### src/rtl/bh_pkg.sv
// Shared types and constants for the bath-heater load sequencer.
// The state codes are visible on the state port, so their values are fixed.
package bh_pkg;

    localparam int TIMER_W = 13;

    localparam logic [3:0] MODE_VENT   = 4'b0001;
    localparam logic [3:0] MODE_WARM   = 4'b0010;
    localparam logic [3:0] MODE_STRONG = 4'b0100;
    localparam logic [3:0] MODE_DRY    = 4'b1000;

    typedef enum logic [2:0] {
        S_IDLE    = 3'd0,
        S_VENT    = 3'd1,
        S_LEAD    = 3'd2,
        S_HEAT1   = 3'd3,
        S_HEAT2   = 3'd4,
        S_DRY_ON  = 3'd5,
        S_DRY_OFF = 3'd6,
        S_PURGE   = 3'd7
    } state_t;

    typedef enum logic [2:0] {
        M_STBY,
        M_VENT,
        M_WARM,
        M_STRONG,
        M_DRY
    } mode_t;

    typedef struct packed {
        logic fan;
        logic heat1;
        logic heat2;
    } loads_t;

    // Anything other than exactly one set bit is standby.
    function automatic mode_t decode_mode(input logic [3:0] m);
        case (m)
            MODE_VENT:   return M_VENT;
            MODE_WARM:   return M_WARM;
            MODE_STRONG: return M_STRONG;
            MODE_DRY:    return M_DRY;
            default:     return M_STBY;
        endcase
    endfunction

    function automatic loads_t state_loads(input state_t s);
        case (s)
            S_VENT, S_LEAD, S_DRY_OFF, S_PURGE: return '{fan: 1'b1, heat1: 1'b0, heat2: 1'b0};
            S_HEAT1, S_DRY_ON:                  return '{fan: 1'b1, heat1: 1'b1, heat2: 1'b0};
            S_HEAT2:                            return '{fan: 1'b1, heat1: 1'b1, heat2: 1'b1};
            default:                            return '{fan: 1'b0, heat1: 1'b0, heat2: 1'b0};
        endcase
    endfunction

    // States in which at least one heating element is energised.
    function automatic logic is_heating(input state_t s);
        return (s == S_HEAT1) || (s == S_HEAT2) || (s == S_DRY_ON);
    endfunction

endpackage

### src/rtl/ms_timer.sv
// Millisecond down-counter: loads on strobe, decrements on tick, stops at zero.
// o_expire flags the tick that consumes the last millisecond.
module ms_timer
    import bh_pkg::*;
(
    input  logic               clk,
    input  logic               rst,
    input  logic               i_tick,
    input  logic               i_load,
    input  logic [TIMER_W-1:0] i_load_val,
    output logic [TIMER_W-1:0] o_count,
    output logic               o_expire
);

    logic [TIMER_W-1:0] r_count;

    // Load wins over tick, so a tick in the entry cycle is not counted.
    always_ff @(posedge clk or negedge rst) begin
        if (!rst) begin
            r_count <= '0;
        end else if (i_load) begin
            r_count <= i_load_val;
        end else if (i_tick && (r_count != '0)) begin
            r_count <= r_count - 1'b1;
        end
    end

    assign o_count  = r_count;
    assign o_expire = i_tick && (r_count == TIMER_W'(1));

endmodule

### src/rtl/heater_power_sched.sv
// Sequences fan and two heater stages from the one-hot work mode, with fan lead,
// stage-2 stagger, dry-mode duty cycling, post-heat purge and overtemp lockout.
module heater_power_sched
    import bh_pkg::*;
#(
    parameter int FAN_LEAD_MS     = 500,
    parameter int STAGE_GAP_MS    = 1000,
    parameter int PURGE_WARM_MS   = 2000,
    parameter int PURGE_STRONG_MS = 4000,
    parameter int DRY_ON_MS       = 3000,
    parameter int DRY_OFF_MS      = 2000
) (
    input  logic               clk,
    input  logic               rst,
    input  logic               tick_1ms,
    input  logic               en,
    input  logic [3:0]         mode,
    input  logic               overtemp,
    output logic               fan_en,
    output logic               heat1_en,
    output logic               heat2_en,
    output logic               purging,
    output logic               fault,
    output logic [2:0]         state,
    output logic [TIMER_W-1:0] remain_ms
);

    localparam logic [TIMER_W-1:0] LEAD_LEN         = TIMER_W'(FAN_LEAD_MS);
    localparam logic [TIMER_W-1:0] GAP_LEN          = TIMER_W'(STAGE_GAP_MS);
    localparam logic [TIMER_W-1:0] PURGE_WARM_LEN   = TIMER_W'(PURGE_WARM_MS);
    localparam logic [TIMER_W-1:0] PURGE_STRONG_LEN = TIMER_W'(PURGE_STRONG_MS);
    localparam logic [TIMER_W-1:0] DRY_ON_LEN       = TIMER_W'(DRY_ON_MS);
    localparam logic [TIMER_W-1:0] DRY_OFF_LEN      = TIMER_W'(DRY_OFF_MS);

    state_t             r_state;
    logic [3:0]         r_mode_q;
    logic               r_fault;
    logic               r_fan;
    logic               r_heat1;
    logic               r_heat2;
    logic               r_purging;

    state_t             w_next_state;
    mode_t              w_mode;
    logic               w_heat_req;
    logic               w_fault_next;
    logic [TIMER_W-1:0] w_purge_len;
    logic [TIMER_W-1:0] w_load_val;
    logic               w_load;
    logic [TIMER_W-1:0] w_count;
    logic               w_expire;
    loads_t             w_loads;

    assign w_mode     = decode_mode(r_mode_q);
    assign w_heat_req = (w_mode == M_WARM) || (w_mode == M_STRONG) || (w_mode == M_DRY);

    ms_timer u_timer (
        .clk        (clk),
        .rst        (rst),
        .i_tick     (tick_1ms),
        .i_load     (w_load),
        .i_load_val (w_load_val),
        .o_count    (w_count),
        .o_expire   (w_expire)
    );

    always_comb begin
        // NOTE: every combinational output is defaulted first so no path leaves it unassigned (no latch).
        w_next_state = r_state;
        w_purge_len  = PURGE_WARM_LEN;
        w_fault_next = r_fault;

        if (en && overtemp && is_heating(r_state)) begin
            w_fault_next = 1'b1;
        end else if ((w_mode == M_STBY) && !overtemp) begin
            w_fault_next = 1'b0;
        end

        if (!en) begin
            w_next_state = S_IDLE;
        end else if (overtemp && is_heating(r_state)) begin
            w_next_state = S_PURGE;
            w_purge_len  = PURGE_STRONG_LEN;
        end else begin
            case (r_state)
                S_IDLE: begin
                    if (w_mode == M_VENT)            w_next_state = S_VENT;
                    else if (w_heat_req && !r_fault) w_next_state = S_LEAD;
                end
                S_VENT: begin
                    if (w_mode == M_STBY)            w_next_state = S_IDLE;
                    else if (w_mode == M_DRY && !r_fault) w_next_state = S_DRY_ON;
                    else if (w_heat_req && !r_fault) w_next_state = S_HEAT1;
                end
                S_LEAD: begin
                    if (w_mode == M_STBY)            w_next_state = S_IDLE;
                    else if (w_mode == M_VENT)       w_next_state = S_VENT;
                    else if (w_expire)               w_next_state = (w_mode == M_DRY) ? S_DRY_ON : S_HEAT1;
                end
                S_HEAT1: begin
                    // A gap that ran out while in warm lets strong promote at once.
                    if (!w_heat_req)                 w_next_state = S_PURGE;
                    else if (w_mode == M_DRY)        w_next_state = S_DRY_ON;
                    else if ((w_mode == M_STRONG) && (w_expire || (w_count == '0)))
                                                     w_next_state = S_HEAT2;
                end
                S_HEAT2: begin
                    if (!w_heat_req) begin
                        w_next_state = S_PURGE;
                        w_purge_len  = PURGE_STRONG_LEN;
                    end else if (w_mode == M_WARM)   w_next_state = S_HEAT1;
                    else if (w_mode == M_DRY)        w_next_state = S_DRY_ON;
                end
                S_DRY_ON, S_DRY_OFF: begin
                    if (!w_heat_req)                 w_next_state = S_PURGE;
                    else if (w_mode != M_DRY)        w_next_state = S_HEAT1;
                    else if (w_expire)               w_next_state = (r_state == S_DRY_ON) ? S_DRY_OFF : S_DRY_ON;
                end
                S_PURGE: begin
                    if (w_heat_req && !r_fault)      w_next_state = (w_mode == M_DRY) ? S_DRY_ON : S_HEAT1;
                    else if (w_expire)               w_next_state = (w_mode == M_VENT) ? S_VENT : S_IDLE;
                end
                default: w_next_state = S_IDLE;
            endcase
        end
    end

    // Every state change reloads the timer; untimed states load zero.
    always_comb begin
        w_load_val = '0;
        case (w_next_state)
            S_LEAD:    w_load_val = LEAD_LEN;
            S_HEAT1:   w_load_val = GAP_LEN;
            S_DRY_ON:  w_load_val = DRY_ON_LEN;
            S_DRY_OFF: w_load_val = DRY_OFF_LEN;
            S_PURGE:   w_load_val = w_purge_len;
            default:   w_load_val = '0;
        endcase
    end

    assign w_load = (w_next_state != r_state);

    // NOTE: sequential state uses non-blocking assignments so every register samples pre-edge values.
    always_ff @(posedge clk or negedge rst) begin
        if (!rst) begin
            r_state  <= S_IDLE;
            r_mode_q <= '0;
            r_fault  <= 1'b0;
        end else begin
            r_state  <= w_next_state;
            r_mode_q <= mode;
            r_fault  <= w_fault_next;
        end
    end

    assign w_loads = state_loads(r_state);

    // Loads follow the state one clock later; en and overtemp also cut drive on the same edge the state leaves.
    always_ff @(posedge clk or negedge rst) begin
        if (!rst) begin
            r_fan     <= 1'b0;
            r_heat1   <= 1'b0;
            r_heat2   <= 1'b0;
            r_purging <= 1'b0;
        end else begin
            r_fan     <= en && w_loads.fan;
            r_heat1   <= en && !overtemp && w_loads.heat1;
            r_heat2   <= en && !overtemp && w_loads.heat2;
            r_purging <= en && (r_state == S_PURGE);
        end
    end

    assign fan_en    = r_fan;
    assign heat1_en  = r_heat1;
    assign heat2_en  = r_heat2;
    assign purging   = r_purging;
    assign fault     = r_fault;
    assign state     = r_state;
    assign remain_ms = w_count;

endmodule
### config.mk
export PLATFORM = sky130hd
export DESIGN_NAME = heater_power_sched
export DESIGN_NICKNAME = d
export VERILOG_FILES = /design/src/rtl/bh_pkg.sv /design/src/rtl/ms_timer.sv /design/src/rtl/heater_power_sched.sv
export SDC_FILE = /design/constraint.sdc
export NUM_CORES = 1
export LEC_CHECK = 0
export BUFFER_PORTS_ARGS = -buffer_cell sky130_fd_sc_hd__buf_2
export CAP_MARGIN = 5
export CORE_MARGIN = 5
export CORE_UTILIZATION = 40
export CTS_CLUSTER_SIZE = 24
export DETAILED_ROUTE_END_ITERATION = 8
export SYNTH_ARGS = -nofsm -noshare
export SYNTH_HDL_FRONTEND = slang
export SYNTH_HIERARCHICAL = 1
export SYNTH_SLANG_ARGS = --single-unit
### constraint.sdc
create_clock -name clk -period 3.4 [get_ports clk]
set_input_delay 0.51 -clock clk [delete_from_list [all_inputs] [get_ports clk]]
set_output_delay 0.51 -clock clk [all_outputs]
set_load 0.01 [all_outputs]
==> impl_metrics.toml <==
[clock_tree]
cts.clk_slew.worst_paths_ps = 100
clockBufferDepth = 2
cts_sinks = 25
clock_latency_ps = 280
postCtsHoldBufs = 0
tritoncts = "yes"
cts_buffers = 3
root_buffer = "clkbuf_8"
cts_setup_buffers = 0
cts-resized-gates = 0
htreeDepth = 1

[logic_synthesis]
ys_seq_area_share_pct = 30.5
synth-warning-count = 6
synth_top_area_share_pct = 30.5
synth_adder_area_share_pct = 2.32
synth_compound_gate_area_share_pct = 25.2
synth_top_family_by_area = "simple AND/OR/NAND/NOR gates"
synth.avg_cell_area_um2 = 8.28
syn-cell-area_um2 = 2050
syn_inst = 248
synth_seq_cells = 25
synth_flop_cell = "dfrtp_1"
synth-simple-area-share_pct = 32.0
synth-edff-count = 0
async_flop_share_pct = 100
synth.distinct_cells = 68
synthXorXnorAreaFrac_pct = 2.50
synth.area.mux_share_pct = 1.46
yosys.area.top_type = "dfrtp_1"
synth_area_leaders = "dfrtp_1 (30%), nor2_1 (5.1%), nand2_1 (4.2%), a21oi_1 (2.9%), nand3_1 (2.7%)"

[power]
power_density_nw_per_um2 = 508
ir_drop_mv = 0.276
p_clk_share_pct = 14.7
seq_power_share_pct = 37.2
finalPower_mw = 1.24
swShare_pct = 42.3
p_leak_nw = 1.12
power.internal_uw = 716
p_switching_uw = 525
combPwrFrac_pct = 48.1

[floorplanning]
start_util_pct = 40.7
core_um2 = 5040
dieWidth_um = 81.6
die_y_um = 81.6
fp.dieArea_um2 = 6670
row_count = 26
io_pins = 30

[finish]
num_antenna_cells = 0
fin_util_pct = 48.4
area_growth_syn_to_layout_pct = 19.0
fin_nets = 305
fin_area_um2 = 2440
drive_gt1_share_pct = 24.0
instances_no_fill = 362

[worst_setup_path]
crit_path_cell_trace = "or4b_1 > and3_1 > a21oi_1 > o2111ai_1 > a21oi_1 > or4b_1 > buf_4 > a311o_1 > nand3_1"
crit_end = "u_timer/o_count[7]"
r2r_start = "r_mode_q[2]"
worstPathArrival_ps = 3380
cp-startpoint = "r_mode_q[2]"
r2r_cells = 9
setup.worst_path.end_class = "flop"
crit_family = "simple AND/OR/NAND/NOR gates"
crit_buf_inv = 1
required_ps = 3610
path_depth = 9
crit_fanout = 19
critPathSlowestCell = "or4b_1"
critPathKind = "flop to flop"
r2r_end = "u_timer/o_count[7]"
crit_path_max_incr_delay_ps = 670
start_kind = "flop"
reg2reg_slack_ps = 230

[sta]
slew_headroom_pct = 40.8
period_minus_slack_ps = 3170
final.setup_skew_ps = 13.9
period_share_pct = 93.3
holdWs_ps = 219
rsz0062_at_grt = "false"
finalSetupViolations = 0
hold_viol_final = 0
slew_viol_final = 0
worst_pin_slew_ps = 876
fin_setup_tns_ps = 0
max_freq_mhz = 315
postLayoutSetupSlackWorst_ps = 226

[placement]
dp_hpwl_um = 4360
place_congestion = 0.894
numPortBuffers = 29
place_ws_ps = 208
placed_cell_area_um2 = 2390
dp_cells = 358

[routing]
finalWirelength_um = 5680
wire_per_inst_um = 15.7
drt-initial-drc-count = 208
routed_via_density = 5.74
route.antenna.remaining_nets = 0
dr.pass1.iters = 4
vias = 2078
drc = 0

[grt]
grt_pass1_vias = 1883
grt-ovfl-total = 0
grt_usage_pct = 18.5
grt_pass1_wl_um = 9630
grt_antenna_before_repair = 0
grt_max_degree = 26

[job]
cap_viol_max_count = 0

[hold_path]
worstHoldPathType = "input pin to asynchronous set/reset pin"

[outcome]
status = "finished, final reports clean"
kinds of logic (layout without fill, tap and decap cells):
logic type	Yosys count	count (layout)
XOR/XNOR	5	5
buffers and inverters	27	69
multiplexers	3	3
adder cells (fa/ha/maj)	4	4
flip-flops	25	25
other	1	3
AND/OR/NAND/NOR	114	114
AO/OA/AOI/OAI	69	69
worst reg2reg max path: cells and delay by family (launching register included):
family,cells,cell delay (ps)
AOI/OAI and AO/OA,4,920
buffers and inverters,1,220
DFF,1,520
and+or+nand+nor,4,1460
worst min-delay path by stage:
stage,start,cells after the start,slack (ps),end
floorplan,rst,0,210,fan_en
global placement,rst,1,540,heat2_en
detailed placement,rst,1,550,heat2_en
CTS,rst,1,240,heat2_en
global route,rst,1,260,fault
finish,rst,1,220,purging
cells in the mapped netlist, types with 3 or more instances:
cell / count
ha_1: 3
o211ai_1: 4
dfrtp_1: 25
or4_1: 3
o2111ai_1: 4
o21a_1: 3
nand4_1: 6
nor4b_1: 3
nor4_1: 3
nor2b_1: 3
nor3_1: 4
a31oi_1: 4
xnor2_1: 3
nand2_1: 23
mux2i_1: 3
nand2b_1: 4
a21oi_1: 12
buf_4: 3
and3_1: 3
nor2_1: 28
o21ai_0: 11
inv_1: 14
a31o_2: 3
a211oi_1: 3
a311o_1: 3
clkbuf_1: 7
nand3_1: 11
per-layer routing:
metal	share of wire, %	vias to the layer above	wire length [µm]	GRT usage, %
met2	43	73	2440	26.5
met1	47	974	2680	27.9
met3	8.0	13	453	3.62
li1	-	1018	-	-
met4	1.8	0	103	5.15
met5	0	-	0	0
power groups by stage:
| stage | Sequential (mW) | Clock [mW] | Combinational (mW) |
|---|---|---|---|
| after CTS | 0.461 | 0.192 | 0.597 |
| after detailed placement | 0.463 | 0 | 0.595 |
| after global routing | 0.473 | 0.202 | 0.661 |
| final | 0.461 | 0.183 | 0.597 |
| after global placement | 0.470 | 0 | 0.593 |
| after floorplan | 0.514 | 0 | 0.279 |
cell type report:
type                    count  area [µm²]
well taps                  70        87.6
fillers                   497        2600
inverters                  15        56.3
clock buffers               3        41.3
repair buffers             50         303
multi-input cells         198        1320
clock inverters             1        7.51
flip-flops and latches     25         626
flip-flops by register name, indices dropped and copies added (netlist names):
name	count
u_timer/o_count	13
state	3
heat2_en	1
purging	1
fan_en	1
heat1_en	1
r_mode_q	4
fault	1
cell usage in the layout (no fill, tap or decap), types with 3 or more instances in the layout:
master,Yosys,routed
nand2_1,23,23
dfrtp_1,25,25
inv_1,14,14
o21a_1,3,3
and3_1,3,3
nand3_1,11,11
buf_4,3,21
nor2_1,28,27
nand2b_1,4,4
o211ai_1,4,4
ha_1,3,3
nor4b_1,3,3
a31o_2,3,3
nor3_1,4,4
a21oi_1,12,12
or4_1,3,3
conb_1,1,3
o2111ai_1,4,4
clkbuf_8,0,3
nand4_1,6,6
mux2i_1,3,3
buf_2,1,29
nor2b_1,3,3
a311o_1,3,3
nor4_1,3,3
o21ai_0,11,11
a31oi_1,4,4
xnor2_1,3,3
No activity file was read; power rests on OpenSTA's default activity.
